$ cat src/rtl/femto_mem_arbiter.sv
// Two-master arbiter sharing one FemtoRV32-style memory port: captures strobe
// pulses into per-master slots and serialises them one transaction at a time.
module femto_mem_arbiter #(
    parameter int ADDR_WIDTH     = 24,
    parameter bit FIXED_PRIORITY = 1'b0
) (
    input  logic                  clk,
    input  logic                  reset,

    input  logic [ADDR_WIDTH-1:0] m0_addr,
    input  logic [31:0]           m0_wdata,
    input  logic [3:0]            m0_wmask,
    input  logic                  m0_rstrb,
    output logic [31:0]           m0_rdata,
    output logic                  m0_rbusy,
    output logic                  m0_wbusy,

    input  logic [ADDR_WIDTH-1:0] m1_addr,
    input  logic [31:0]           m1_wdata,
    input  logic [3:0]            m1_wmask,
    input  logic                  m1_rstrb,
    output logic [31:0]           m1_rdata,
    output logic                  m1_rbusy,
    output logic                  m1_wbusy,

    output logic [ADDR_WIDTH-1:0] mem_addr,
    output logic [31:0]           mem_wdata,
    output logic [3:0]            mem_wmask,
    output logic                  mem_rstrb,
    input  logic [31:0]           mem_rdata,
    input  logic                  mem_rbusy,
    input  logic                  mem_wbusy
);

    typedef enum logic {
        IDLE = 1'b0,
        WAIT = 1'b1
    } state_t;

    state_t r_state;
    state_t w_nextState;

    logic                  r_valid0;
    logic                  r_isWr0;
    logic [ADDR_WIDTH-1:0] r_addr0;
    logic [31:0]           r_wdata0;
    logic [3:0]            r_wmask0;
    logic [31:0]           r_rdata0;

    logic                  r_valid1;
    logic                  r_isWr1;
    logic [ADDR_WIDTH-1:0] r_addr1;
    logic [31:0]           r_wdata1;
    logic [3:0]            r_wmask1;
    logic [31:0]           r_rdata1;

    logic                  r_owner;
    logic                  r_rrPtr;

    logic [ADDR_WIDTH-1:0] r_memAddr;
    logic [31:0]           r_memWdata;
    logic [3:0]            r_memWmask;
    logic                  r_memRstrb;

    logic                  w_req0;
    logic                  w_req1;
    logic                  w_pend0;
    logic                  w_pend1;
    logic                  w_cand0;
    logic                  w_cand1;
    logic                  w_strobeCycle;
    logic                  w_ownerWr;
    logic                  w_memDone;
    logic                  w_tiePick;
    logic                  w_arbSel;

    logic                  w_issue;
    logic                  w_sel;
    logic                  w_complete;

    logic [ADDR_WIDTH-1:0] w_srcAddr0;
    logic [31:0]           w_srcWdata0;
    logic [3:0]            w_srcWmask0;
    logic                  w_srcWr0;
    logic [ADDR_WIDTH-1:0] w_srcAddr1;
    logic [31:0]           w_srcWdata1;
    logic [3:0]            w_srcWmask1;
    logic                  w_srcWr1;

    logic [ADDR_WIDTH-1:0] w_issAddr;
    logic [31:0]           w_issWdata;
    logic [3:0]            w_issWmask;
    logic                  w_issWr;

    // A slot stays valid from capture until completion, so it doubles as the
    // "pending or active" flag that blocks further requests from that master.
    assign w_req0 = ~r_valid0 & (m0_rstrb | (m0_wmask != 4'b0000));
    assign w_req1 = ~r_valid1 & (m1_rstrb | (m1_wmask != 4'b0000));

    assign w_pend0 = r_valid0 & ~((r_state == WAIT) & ~r_owner);
    assign w_pend1 = r_valid1 & ~((r_state == WAIT) &  r_owner);

    assign w_cand0 = w_pend0 | w_req0;
    assign w_cand1 = w_pend1 | w_req1;

    assign w_strobeCycle = r_memRstrb | (r_memWmask != 4'b0000);
    assign w_ownerWr     = r_owner ? r_isWr1 : r_isWr0;
    assign w_memDone     = w_ownerWr ? ~mem_wbusy : ~mem_rbusy;

    // Pointer holds the master to favour on the next tie.
    assign w_tiePick = FIXED_PRIORITY ? 1'b0 : r_rrPtr;
    assign w_arbSel  = (w_cand0 & w_cand1) ? w_tiePick : w_cand1;

    // A request arriving this cycle bypasses its slot straight into issue.
    assign w_srcAddr0  = r_valid0 ? r_addr0  : m0_addr;
    assign w_srcWdata0 = r_valid0 ? r_wdata0 : m0_wdata;
    assign w_srcWmask0 = r_valid0 ? r_wmask0 : m0_wmask;
    assign w_srcWr0    = r_valid0 ? r_isWr0  : (m0_wmask != 4'b0000);
    assign w_srcAddr1  = r_valid1 ? r_addr1  : m1_addr;
    assign w_srcWdata1 = r_valid1 ? r_wdata1 : m1_wdata;
    assign w_srcWmask1 = r_valid1 ? r_wmask1 : m1_wmask;
    assign w_srcWr1    = r_valid1 ? r_isWr1  : (m1_wmask != 4'b0000);

    assign w_issAddr  = w_sel ? w_srcAddr1  : w_srcAddr0;
    assign w_issWdata = w_sel ? w_srcWdata1 : w_srcWdata0;
    assign w_issWmask = w_sel ? w_srcWmask1 : w_srcWmask0;
    assign w_issWr    = w_sel ? w_srcWr1    : w_srcWr0;

    always_ff @(posedge clk) begin
        if (reset) begin
            r_state <= IDLE;
        end else begin
            r_state <= w_nextState;
        end
    end

    // Busy is ignored during the strobe cycle itself; at completion the other
    // master's pending slot is issued back-to-back without visiting IDLE.
    always_comb begin
        w_nextState = r_state;
        w_issue     = 1'b0;
        w_sel       = 1'b0;
        w_complete  = 1'b0;
        case (r_state)
            IDLE: begin
                if (w_cand0 | w_cand1) begin
                    w_issue     = 1'b1;
                    w_sel       = w_arbSel;
                    w_nextState = WAIT;
                end
            end
            WAIT: begin
                if (!w_strobeCycle && w_memDone) begin
                    w_complete = 1'b1;
                    if (r_owner ? w_pend0 : w_pend1) begin
                        w_issue = 1'b1;
                        w_sel   = ~r_owner;
                    end else begin
                        w_nextState = IDLE;
                    end
                end
            end
            default: begin
                w_nextState = IDLE;
            end
        endcase
    end

    always_ff @(posedge clk) begin
        if (reset) begin
            r_memAddr  <= '0;
            r_memWdata <= '0;
            r_memWmask <= 4'b0000;
            r_memRstrb <= 1'b0;
            r_owner    <= 1'b0;
            r_rrPtr    <= 1'b0;
        end else begin
            r_memWmask <= 4'b0000;
            r_memRstrb <= 1'b0;
            if (w_issue) begin
                r_memAddr  <= w_issAddr;
                r_memWdata <= w_issWdata;
                if (w_issWr) begin
                    r_memWmask <= w_issWmask;
                end else begin
                    r_memRstrb <= 1'b1;
                end
                r_owner <= w_sel;
                r_rrPtr <= ~w_sel;
            end
        end
    end

    always_ff @(posedge clk) begin
        if (reset) begin
            r_valid0 <= 1'b0;
            r_isWr0  <= 1'b0;
            r_addr0  <= '0;
            r_wdata0 <= '0;
            r_wmask0 <= 4'b0000;
            r_rdata0 <= '0;
        end else if (w_complete && !r_owner) begin
            r_valid0 <= 1'b0;
            if (!r_isWr0) begin
                r_rdata0 <= mem_rdata;
            end
        end else if (w_req0) begin
            r_valid0 <= 1'b1;
            r_isWr0  <= (m0_wmask != 4'b0000);
            r_addr0  <= m0_addr;
            r_wdata0 <= m0_wdata;
            r_wmask0 <= m0_wmask;
        end
    end

    always_ff @(posedge clk) begin
        if (reset) begin
            r_valid1 <= 1'b0;
            r_isWr1  <= 1'b0;
            r_addr1  <= '0;
            r_wdata1 <= '0;
            r_wmask1 <= 4'b0000;
            r_rdata1 <= '0;
        end else if (w_complete && r_owner) begin
            r_valid1 <= 1'b0;
            if (!r_isWr1) begin
                r_rdata1 <= mem_rdata;
            end
        end else if (w_req1) begin
            r_valid1 <= 1'b1;
            r_isWr1  <= (m1_wmask != 4'b0000);
            r_addr1  <= m1_addr;
            r_wdata1 <= m1_wdata;
            r_wmask1 <= m1_wmask;
        end
    end

    assign m0_rdata = r_rdata0;
    assign m0_rbusy = r_valid0 & ~r_isWr0;
    assign m0_wbusy = r_valid0 &  r_isWr0;
    assign m1_rdata = r_rdata1;
    assign m1_rbusy = r_valid1 & ~r_isWr1;
    assign m1_wbusy = r_valid1 &  r_isWr1;

    assign mem_addr  = r_memAddr;
    assign mem_wdata = r_memWdata;
    assign mem_wmask = r_memWmask;
    assign mem_rstrb = r_memRstrb;

endmodule

$ cat config.mk
export PLATFORM = sky130hd
export DESIGN_NAME = femto_mem_arbiter
export DESIGN_NICKNAME = d
export VERILOG_FILES = /design/src/rtl/femto_mem_arbiter.sv
export SDC_FILE = /design/constraint.sdc
export NUM_CORES = 1
export LEC_CHECK = 0
export ABC_AREA = 1
export BUFFER_PORTS_ARGS = -buffer_cell sky130_fd_sc_hd__buf_2
export CAP_MARGIN = 20
export CORE_MARGIN = 1
export CORE_UTILIZATION = 55
export CTS_BUF_LIST = sky130_fd_sc_hd__clkbuf_16
export CTS_CLUSTER_DIAMETER = 200
export CTS_CLUSTER_SIZE = 40
export DETAILED_ROUTE_END_ITERATION = 8
export PLACE_DENSITY_LB_ADDON = 0.05
export SETUP_SLACK_MARGIN = 0.2
export SYNTH_ARGS = -nofsm -noshare
export SYNTH_HDL_FRONTEND = slang
export SYNTH_SLANG_ARGS = --single-unit
$ cat constraint.sdc
create_clock -name clk -period 3.6 [get_ports clk]
set_clock_uncertainty 0.15 [all_clocks]
set_input_delay 0.18 -clock clk [delete_from_list [all_inputs] [get_ports clk]]
set_output_delay 0.18 -clock clk [all_outputs]
set_load 0.01 [all_outputs]
==> load_flow_metrics.sql <==
INSERT INTO impl_metrics (metric_group, metric, value, unit) VALUES
('outcome', 'status', 'completed', ''),
('synthesis', 'synth_async_sr_flop_share', '0', '%'),
('sta', 'worst-slew-pin-transition', '1120', 'ps'),
('setup_path', 'path_max_fanout', '37', ''),
('hold_path', 'min_path_type', 'primary input to flop', ''),
('global_route', 'vias_in_the_first_global_route', '11100', ''),
('global_route', 'grt_antenna_before_repair', '1', ''),
('floorplanning', 'die-area', '0.0210', 'mm^2'),
('pwr', 'p_comb_share', '33.0', '%'),
('synthesis', 'synth-seq-cells', '252', ''),
('sta', 'final.setup.tns', '0', 'ps'),
('floorplanning', 'start_util', '56.9', '%'),
('pwr', 'powerDensity', '510', 'mW/mm^2'),
('pwr', 'cellLeakagePower', '7.29', 'nW'),
('synthesis', 'synth.net_count', '1854', ''),
('cts', 'worstSkewPairLatency', '500', 'ps'),
('detailed_routing', 'antenna_viol_nets_final', '0', ''),
('cts', 'max_root_sink_buffers', '3', ''),
('detailed_routing', 'route.detailed.drc', '0', ''),
('synthesis', 'leading_cell_type_by_number_of_instances_after_synthesis', 'sky130_fd_sc_hd__nand2_1', ''),
('floorplanning', 'die-height', '145', 'um'),
('sta', 'final.min_clock_period', '2860', 'ps'),
('detailed_routing', 'drt_iter0_drc', '1325', ''),
('synthesis', 'synth_largest_type_area_fraction', '45.0', '%'),
('global_route', 'wire_length_of_the_first_global_routing_pass', '55700', 'um'),
('sta', 'setup_repair_after_global_routing_missed_its_margin', 'false', ''),
('sta', 'final-max-slew-violation-count', '0', ''),
('synthesis', 'synth.yosys.seq_area_share', '45.0', '%'),
('synthesis', 'ys.warnings.count', '0', ''),
('layout', 'final.fill_count', '1546', ''),
('layout', 'regArea', '0.00505', 'mm^2'),
('setup_path', 'cell_with_the_largest_stage_delay_on_the_worst_path', 'sky130_fd_sc_hd__nor2_4', ''),
('synthesis', 'post_synth_num_cell_types', '24', ''),
('synthesis', 'synth.area.top_cells', 'sky130_fd_sc_hd__dfxtp_1 (45%), sky130_fd_sc_hd__nand2_1 (19%), sky130_fd_sc_hd__a21oi_1 (7.1%)', ''),
('job', 'max_cap_viol_count', '0', ''),
('cts', 'number_of_clock_buffers_inserted_by_tritoncts', '10', ''),
('floorplanning', 'boundaryPins', '287', ''),
('setup_path', 'crit_path_max_incr_delay', '710', 'ps'),
('synthesis', 'synth_edf_count', '0', ''),
('pwr', 'power.switching', '2.74', 'mW'),
('global_route', 'grt.met2_usage', '51.4', '%'),
('synthesis', 'ys_top_cells_by_count', 'sky130_fd_sc_hd__nand2_1 (573), sky130_fd_sc_hd__dfxtp_1 (252), sky130_fd_sc_hd__nor2_1 (181)', ''),
('cts', 'clock_sinks', '252', ''),
('layout', 'drive_above_1_share', '16.5', '%'),
('placement', 'instance_count_after_placement_with_tap_cells_included', '2141', ''),
('synthesis', 'synthesis.area', '0.0112', 'mm^2'),
('setup_path', 'critical_path_required', '3880', 'ps'),
('global_route', 'grt_usage', '33.6', '%'),
('sta', 'maxSlewHeadroom', '25.1', '%'),
('global_route', 'met3_usage', '5.82', '%'),
('global_route', 'grt_busiest_layer', 'met2', ''),
('placement', 'io_buffers', '286', ''),
('floorplanning', 'core_area', '0.0197', 'mm^2'),
('pwr', 'vdd.ir_drop.worst', '0.494', 'mV'),
('pwr', 'power.clock.fraction', '19.8', '%'),
('layout', 'finish.net_count', '2216', ''),
('setup_path', 'critical_path.startpoint_type', 'flop', ''),
('pwr', 'power_share_of_the_sequential_group', '47.3', '%'),
('sta', 'setup_violation_total_in_the_final_timing_report', '0', ''),
('pwr', 'internal_power', '4.69', 'mW'),
('setup_path', 'crit_path_end_kind', 'flop', ''),
('floorplanning', 'die_x', '145', 'um'),
('global_route', 'grt_remaining_overflow', '0', ''),
('pwr', 'power', '7.43', 'mW'),
('synthesis', 'synthDominantAreaCellType', 'sky130_fd_sc_hd__dfxtp_1', ''),
('detailed_routing', 'drt-pass1-iter-count', '8', ''),
('cts', 'clock-root-buffer', 'sky130_fd_sc_hd__clkbuf_16', ''),
('global_route', 'grt_start_max_net_pins', '127', ''),
('setup_path', 'timing.setup.critical_path_class', 'flop to flop', ''),
('detailed_routing', 'wl', '35900', 'um'),
('sta', 'worst_hold_slack', '97.4', 'ps');
[kinds of logic (layout without fill, tap and decap cells)]
logic type | Yosys count | count (layout) | share of synthesized area (%)
flip-flops | 252 | 252 | 45.0
AND/OR/NAND/NOR | 877 | 877 | 31.1
AO/OA/AOI/OAI | 338 | 338 | 15.2
other | 0 | 2 | 0
buffers and inverters | 229 | 591 | 8.72
[metal layers]
metal,routed length [um],part of all wire [%]
met1,16100,45
met2,15600,44
met3,3340,9.3
met4,826,2.3
met5,0,0
[final cells by class]
class                           count  area share [%]
Timing Repair Buffer              472            22.5
Clock buffer                       11            1.89
Clock inverter                      1           0.206
Sequential cell                   252            34.6
Antenna cell                        2          0.0344
Multi-Input combinational cell   1215            35.7
Tap cell                          265            2.28
Inverter                          107            2.76
[layout by cell type, fill, tap and decap left out]
cell / n
sky130_fd_sc_hd__nand2_1: 572
sky130_fd_sc_hd__nor2_2: 3
sky130_fd_sc_hd__inv_2: 8
sky130_fd_sc_hd__diode_2: 2
sky130_fd_sc_hd__buf_12: 2
sky130_fd_sc_hd__clkinv_16: 1
sky130_fd_sc_hd__dfxtp_2: 2
sky130_fd_sc_hd__o21ai_1: 40
sky130_fd_sc_hd__o211a_1: 1
sky130_fd_sc_hd__nand4_1: 4
sky130_fd_sc_hd__nor2_4: 1
sky130_fd_sc_hd__buf_2: 285
sky130_fd_sc_hd__dlygate4sd3_1: 170
sky130_fd_sc_hd__buf_4: 15
sky130_fd_sc_hd__clkbuf_16: 11
sky130_fd_sc_hd__dfxtp_1: 250
sky130_fd_sc_hd__a21boi_0: 1
sky130_fd_sc_hd__nand3_2: 3
sky130_fd_sc_hd__nor2_1: 181
sky130_fd_sc_hd__o21ai_2: 1
sky130_fd_sc_hd__a21oi_1: 160
sky130_fd_sc_hd__a211oi_1: 2
sky130_fd_sc_hd__nor3_1: 1
sky130_fd_sc_hd__nand2_2: 6
sky130_fd_sc_hd__o21ai_0: 133
sky130_fd_sc_hd__nand3_1: 105
sky130_fd_sc_hd__inv_1: 99
sky130_fd_sc_hd__nor3_2: 1
[state kept, by name (all words and copies together) (netlist names), 4 cells and up]
register   count
mem_wmask      4
r_wdata1      32
m1_rdata      32
r_wmask1       4
r_addr0       24
r_wdata0      32
m0_rdata      32
r_addr1       24
r_wmask0       4
mem_wdata     32
mem_addr      24
[power groups by stage]
stage                     registers [mW]  clock network [mW]  logic (mW)
final                               3.51                1.47        2.45
after global routing                3.55                1.57        2.74
after CTS                           3.50                1.49        2.40
after detailed placement            3.56                   0        2.24
after global placement              3.55                   0        2.21
after floorplan                     3.60                   0        1.48
[what timing repair did]
action                                 4_1_cts  5_1_grt
gates resized for setup                      0        0
setup endpoints to repair                    0        0
hold buffers                               170        0
endpoints found under the hold margin      236        0
[per-stage QoR]
step                worst slack (ps)  instance area [um^2]
finish                           736                 14600
CTS                              771                 14600
global placement                 920                 12600
global route                     419                 14600
floorplan                       1860                 11200
detailed placement               812                 12600
[critical path: cells and delay by family, from the launching register on]
family	cells	cell delay [ps]
simple gates	8	1800
flops	1	560
compound gates	1	170
buf+inv	1	90
[path summary, 6_finish.rpt]
check,startpoint,to,slack [ps],cells after the start
min,mem_wbusy,r_state,100,6
min reg2reg,r_wdata1[31],r_wdata1[31],320,2
max,r_owner,mem_wdata[21],740,10
max reg2reg,r_owner,mem_wdata[21],740,10
No activity file was read; power rests on OpenSTA's default activity.
